**src/rtl/apf_interp2_32_pkg.sv**
```systemverilog
// Shared constants, default all-pass coefficients and FSM states for the
// polyphase all-pass interpolator/decimator family.
package apf_interp2_32_pkg;

  localparam int DATA_W    = 32;
  localparam int COEF_FRAC = 10;

  // Q.10 coefficients, identical to the decimator cascade
  localparam logic signed [DATA_W-1:0] A0_1_DEF = -32'sd208;
  localparam logic signed [DATA_W-1:0] A0_2_DEF = -32'sd930;
  localparam logic signed [DATA_W-1:0] A1_1_DEF = -32'sd1021;
  localparam logic signed [DATA_W-1:0] A1_2_DEF = -32'sd1010;

  typedef enum logic [2:0] {
    ST_IDLE = 3'd0,
    ST_S0   = 3'd1,
    ST_S1   = 3'd2,
    ST_S2   = 3'd3,
    ST_S3   = 3'd4,
    ST_OUT0 = 3'd5,
    ST_OUT1 = 3'd6
  } state_e;

endpackage

```
**src/rtl/apf_mac_q10.sv**
```systemverilog
// Combinational first-order all-pass section:
// y = ((a * (x - y_prev)) >>> FRAC) + x_prev, wrapping, floor shift.
module apf_mac_q10
  import apf_interp2_32_pkg::*;
#(
  parameter int FRAC = COEF_FRAC
) (
  input  logic signed [DATA_W-1:0] a,
  input  logic signed [DATA_W-1:0] x,
  input  logic signed [DATA_W-1:0] x_prev,
  input  logic signed [DATA_W-1:0] y_prev,
  output logic signed [DATA_W-1:0] y
);

  logic signed [DATA_W-1:0]   diff;
  logic signed [2*DATA_W-1:0] prod;

  always_comb begin
    diff = x - y_prev;
    prod = $signed({{DATA_W{a[DATA_W-1]}}, a}) * $signed({{DATA_W{diff[DATA_W-1]}}, diff});
    y    = DATA_W'(prod >>> FRAC) + x_prev;
  end

endmodule

```
**src/rtl/apf_interp2_32.sv**
```systemverilog
// 2x polyphase all-pass interpolator: one input sample yields branch 0 then
// branch 1 outputs, all four sections sharing a single multiplier.
module apf_interp2_32
  import apf_interp2_32_pkg::*;
#(
  parameter logic signed [DATA_W-1:0] A0_1 = A0_1_DEF,
  parameter logic signed [DATA_W-1:0] A0_2 = A0_2_DEF,
  parameter logic signed [DATA_W-1:0] A1_1 = A1_1_DEF,
  parameter logic signed [DATA_W-1:0] A1_2 = A1_2_DEF
) (
  input  logic              clk,
  input  logic              reset,
  input  logic              clr,
  input  logic [DATA_W-1:0] x_in,
  input  logic              in_valid,
  output logic              in_ready,
  output logic [DATA_W-1:0] y_out,
  output logic              out_valid,
  input  logic              out_ready,
  output logic              busy
);

  state_e state_q, state_d;
  logic                     rdy_en_q;
  logic signed [DATA_W-1:0] x_lat_q, x_lat_d;
  logic signed [DATA_W-1:0] mid_q, mid_d;
  logic signed [DATA_W-1:0] b0_q, b0_d;
  logic signed [DATA_W-1:0] b1_q, b1_d;
  logic signed [DATA_W-1:0] y_out_q, y_out_d;
  logic signed [DATA_W-1:0] xd_q [4];
  logic signed [DATA_W-1:0] xd_d [4];
  logic signed [DATA_W-1:0] yd_q [4];
  logic signed [DATA_W-1:0] yd_d [4];

  logic [1:0]               sec;
  logic signed [DATA_W-1:0] mac_a, mac_x, mac_xp, mac_yp, mac_y;

  // Operand muxes for the shared section datapath
  always_comb begin
    sec   = 2'd0;
    mac_x = x_lat_q;
    case (state_q)
      ST_S1:   begin sec = 2'd1; mac_x = mid_q; end
      ST_S2:   begin sec = 2'd2; mac_x = x_lat_q; end
      ST_S3:   begin sec = 2'd3; mac_x = mid_q; end
      default: begin sec = 2'd0; mac_x = x_lat_q; end
    endcase
    case (sec)
      2'd0:    mac_a = A0_1;
      2'd1:    mac_a = A0_2;
      2'd2:    mac_a = A1_1;
      default: mac_a = A1_2;
    endcase
    mac_xp = xd_q[sec];
    mac_yp = yd_q[sec];
  end

  apf_mac_q10 #(.FRAC(COEF_FRAC)) u_mac (
    .a      (mac_a),
    .x      (mac_x),
    .x_prev (mac_xp),
    .y_prev (mac_yp),
    .y      (mac_y)
  );

  always_comb begin
    state_d  = state_q;
    x_lat_d  = x_lat_q;
    mid_d    = mid_q;
    b0_d     = b0_q;
    b1_d     = b1_q;
    y_out_d  = y_out_q;
    xd_d     = xd_q;
    yd_d     = yd_q;
    in_ready = 1'b0;
    case (state_q)
      ST_IDLE: begin
        if (clr) begin
          for (int i = 0; i < 4; i++) begin
            xd_d[i] = '0;
            yd_d[i] = '0;
          end
        end else begin
          in_ready = rdy_en_q;
          if (in_valid && rdy_en_q) begin
            x_lat_d = x_in;
            state_d = ST_S0;
          end
        end
      end
      ST_S0: begin
        xd_d[0] = mac_x;  yd_d[0] = mac_y;
        mid_d   = mac_y;
        state_d = ST_S1;
      end
      ST_S1: begin
        xd_d[1] = mac_x;  yd_d[1] = mac_y;
        b0_d    = mac_y;
        state_d = ST_S2;
      end
      ST_S2: begin
        xd_d[2] = mac_x;  yd_d[2] = mac_y;
        mid_d   = mac_y;
        state_d = ST_S3;
      end
      ST_S3: begin
        xd_d[3] = mac_x;  yd_d[3] = mac_y;
        b1_d    = mac_y;
        y_out_d = b0_q;
        state_d = ST_OUT0;
      end
      ST_OUT0: begin
        if (out_ready) begin
          y_out_d = b1_q;
          state_d = ST_OUT1;
        end
      end
      ST_OUT1: begin
        if (out_ready) state_d = ST_IDLE;
      end
      default: state_d = ST_IDLE;
    endcase
  end

  // rdy_en_q keeps in_ready low while reset is held
  always_ff @(posedge clk or negedge reset) begin
    if (!reset) begin
      state_q  <= ST_IDLE;
      rdy_en_q <= 1'b0;
      x_lat_q  <= '0;
      mid_q    <= '0;
      b0_q     <= '0;
      b1_q     <= '0;
      y_out_q  <= '0;
      for (int i = 0; i < 4; i++) begin
        xd_q[i] <= '0;
        yd_q[i] <= '0;
      end
    end else begin
      state_q  <= state_d;
      rdy_en_q <= 1'b1;
      x_lat_q  <= x_lat_d;
      mid_q    <= mid_d;
      b0_q     <= b0_d;
      b1_q     <= b1_d;
      y_out_q  <= y_out_d;
      for (int i = 0; i < 4; i++) begin
        xd_q[i] <= xd_d[i];
        yd_q[i] <= yd_d[i];
      end
    end
  end

  assign y_out     = y_out_q;
  assign out_valid = (state_q == ST_OUT0) || (state_q == ST_OUT1);
  assign busy      = (state_q != ST_IDLE);

endmodule

```
**config.mk**
```make
export PLATFORM = sky130hd
export DESIGN_NAME = apf_interp2_32
export DESIGN_NICKNAME = d
export VERILOG_FILES = /design/src/rtl/apf_interp2_32_pkg.sv /design/src/rtl/apf_mac_q10.sv /design/src/rtl/apf_interp2_32.sv
export SDC_FILE = /design/constraint.sdc
export NUM_CORES = 2
export LEC_CHECK = 0
export ABC_CLOCK_PERIOD_IN_PS = 13330
export CORE_ASPECT_RATIO = 0.75
export CORE_MARGIN = 2
export CORE_UTILIZATION = 55
export DETAILED_ROUTE_END_ITERATION = 10
export PLACE_DENSITY = 0.79
export SLEW_MARGIN = 30
export SYNTH_ARGS = -nofsm -noshare
export SYNTH_HDL_FRONTEND = slang
export SYNTH_SLANG_ARGS = --single-unit
```
**constraint.sdc**
```tcl
create_clock -name clk -period 13.33 [get_ports clk]
set_clock_uncertainty 0.2 [all_clocks]
set_input_delay 3.999 -clock clk [delete_from_list [all_inputs] [get_ports clk]]
set_output_delay 3.999 -clock clk [all_outputs]
set_load 0.005 [all_outputs]
```
==> metrics.cfg <==
[timing]
maxSlewHeadroom = 0.348
setup_viol = 0
drv_slew = 0
setup_tns_ps = 0
fmax_ghz = 0.0781
fin_crit_ps = 12800
rsz0062_at_grt = false
hold_viol = 0
tightest_slew_ps = 978
fin_crit_sh = 0.960

[cts]
post_cts_buffers = 0
cts_buffers = 37
clk_latency_ps = 560
cts_hold_buf = 0
cts-root-buf = clkbuf_16
clk_pin_slew_worst_paths_ps = 70
htree_levels = 2
clk_path_buf_depth = 3
cts_tree = yes
numClockSinks = 420

[synthesis]
ys_ff_latch = 420
synthFlopType = dfrtp_1
syn_nets = 3788
syn_area_um2 = 31000
synth_fa_ha_area_frac = 0.242
ys_types = 72
synthXorXnorAreaFrac = 0.0239
synth_area_leaders = dfrtp_1 34%, fa_1 17%, ha_1 7.3%, nand2_1 7.1%, inv_1 5.4%
synthArstFlopShare = 1.00
synth.area.mux_share = 0.0322
avgSynthCellArea_um2 = 9.38
synthCells = 3308
ys_warn_count = 0
yosysTopAreaCell = dfrtp_1
synth_compound_area_frac = 0.166
synth_top_area_frac = 0.339
synth-seq-area-share = 0.339
synth-edff-count = 0
synthSimpleGateAreaFrac = 0.124
synth_top_family_by_area = adder cells

[global_route]
grt_overflow = 0
grt_pass1_vias = 24000
track_usage = 0.294
grt_pass1_wl_um = 135000
antenna_found_initial = 1
grt_max_degree = 170

[setup_path]
arrival_ps = 13060
crit_required_ps = 13590
crit_buf_inv = 7
worstSetupEndpointType = flip-flop
crit_top_cell = fa_1
critPathSlowestCell = or4b_1
slowest_delay_ps = 640
path_delay_family = compound AO/OA/AOI/OAI gates
cp_max_fo = 77
r2r_slack_ps = 530
crit_path_start_kind = flip-flop
timing_worst_setup_path_type = reg2reg

[final_layout]
area_delta_synth_final_pct = 9.45
nNetsFinal = 3794
antenna_cells = 0
final_layout_size_suffix_gt1_frac = 0.0623
fillCellCount = 4590

[placed_design]
gp_congestion = 0.927
dp_hpwl_um = 58700
io_buffers = 71

[routing]
wl_um = 84400
drtIter0Drc = 2783
vias_per_cell = 6.01
drt-pass1-iter-count = 6
post_drt_wl_per_cell_um = 20.7
drc = 0
via_count = 24500
ant_nets = 0

[die]
die_w_um = 278
die_h_um = 210
placementRows = 75
start_util = 0.556
core_um2 = 55800
die_area_um2 = 58400
io_pins = 72

[min_path]
hold_path_class = reg2reg

[run]
max-cap-violations = 0

[run_status]
status = finished, final reports clean

## worst min-delay path: stages, from the launching register on
cell and delay (ps):
dfrtp_1 340, nand2_1 50, nand2_1 50
## stage by stage
| step | hold WS [ps] | util | std cells | worst slack [ps] | instance area, µm² |
|---|---|---|---|---|---|
| 3_3_place_gp | 257 | 0.584 | 4003 | 874 | 32600 |
| 2_1_floorplan | 239 | - | 3308 | 2390 | 31000 |
| 3_5_place_dp | 263 | 0.584 | 4003 | 655 | 32600 |
| 5_1_grt | 301 | 0.608 | 4072 | 52.4 | 34000 |
| 6_report | 274 | 0.608 | 4072 | 527 | 34000 |
| 4_1_cts | 279 | 0.607 | 4069 | 570 | 33900 |
## state kept, by name, indices dropped and copies added, names as in the netlist
name,count
state_q,3
b0_q,32
x_lat_q,32
mid_q,32
rdy_en_q,1
yd_q,128
y_out,32
b1_q,32
xd_q,128
## layer usage
| layer | part of all wire | vias up | GRT usage | wire [µm] |
|---|---|---|---|---|
| met1 | 0.43 | 12100 | 0.429 | 36200 |
| met3 | 0.093 | 171 | 0.0541 | 7850 |
| met2 | 0.45 | 1196 | 0.450 | 37700 |
| met4 | 0.029 | 4 | 0.0848 | 2450 |
| li1 | - | 11000 | - | - |
| met5 | 0.0013 | - | 0.0124 | 110 |
## what timing repair did
action | 4_1_cts | 5_1_grt
endpoints found under the hold margin | 0 | 0
setup endpoints to repair | 0 | 31
gates resized for setup | 0 | 7
## layout by cell type (no fill, tap or decap), drive strengths merged, types with 15 or more instances in the layout
master | Yosys | final
a221oi | 16 | 16
mux2 | 47 | 47
mux2i | 47 | 47
a211oi | 16 | 16
o21bai | 15 | 15
o21ai | 187 | 187
xor2 | 26 | 26
nand2 | 588 | 588
o21a | 25 | 25
a22o | 158 | 158
clkbuf | 134 | 55
a21oi | 139 | 139
o221ai | 19 | 19
fa | 263 | 263
nand3 | 42 | 42
nand2b | 20 | 20
a21o | 52 | 52
clkdlybuf4s50 | 0 | 70
inv | 447 | 448
a221o | 32 | 32
buf | 22 | 52
dfrtp | 420 | 420
ha | 180 | 180
xnor2 | 55 | 55
nor2 | 178 | 179
## area by class of cell
cell class / instances / area, µm² / share of cell area
flip-flops and latches: 420 / 10500 / 0.310
well taps: 731 / 915 / 0.0269
clock inverters: 11 / 138 / 0.00405
repair buffers: 122 / 1200 / 0.0352
clock buffers: 55 / 1120 / 0.0329
inverters: 448 / 1690 / 0.0496
multi-input cells: 2285 / 18400 / 0.542
## kinds of logic after synthesis
kind of cell               after synthesis
AOI/OAI and AO/OA                      737
xor gates and xnor gates                82
adders and majority gates              443
buffers and inverters                  604
DFF                                    420
muxes                                   94
other                                    1
and+or+nand+nor                        927
## path summary, 6_finish.rpt
kind	from	depth (start not counted)	endpoint
worst max-delay path	state_q[2]	45	yd_q[31]
worst min-delay path	b1_q[22]	2	b1_q[22]
worst max register to register	state_q[2]	45	yd_q[31]
worst min register to register	b1_q[22]	2	b1_q[22]
max in group asynchronous	reset	3	b1_q[28]
min in group asynchronous	reset	1	y_out[7]
## synthesized netlist by cell type (6+ instances only)
cell and number:
o211ai_1 9, o21a_1 25, mux2i_1 47, o21ai_1 8, a211oi_1 15, or2_2 12, inv_1 447, xor2_1 25
xnor2_1 55, nand2b_1 20, dfrtp_1 420, ha_1 180, nor3_1 14, a221oi_1 16, nand3_1 42, mux2_2 47
and3_1 11, o21ai_0 177, fa_1 263, clkbuf_1 134, o221ai_1 19, nand2_1 588, and2_1 6, or3_1 12
o21bai_1 15, nor3b_1 6, nor2b_1 12, a22o_1 158, a31oi_1 9, a221o_1 32, nor2_1 178, o31ai_1 6
nand4_1 10, a21oi_1 139, buf_1 20, a21o_1 52
Power is left out: the tool's default activity adds up to more than one toggle a clock period on the data nets, which glitch-free logic cannot reach.
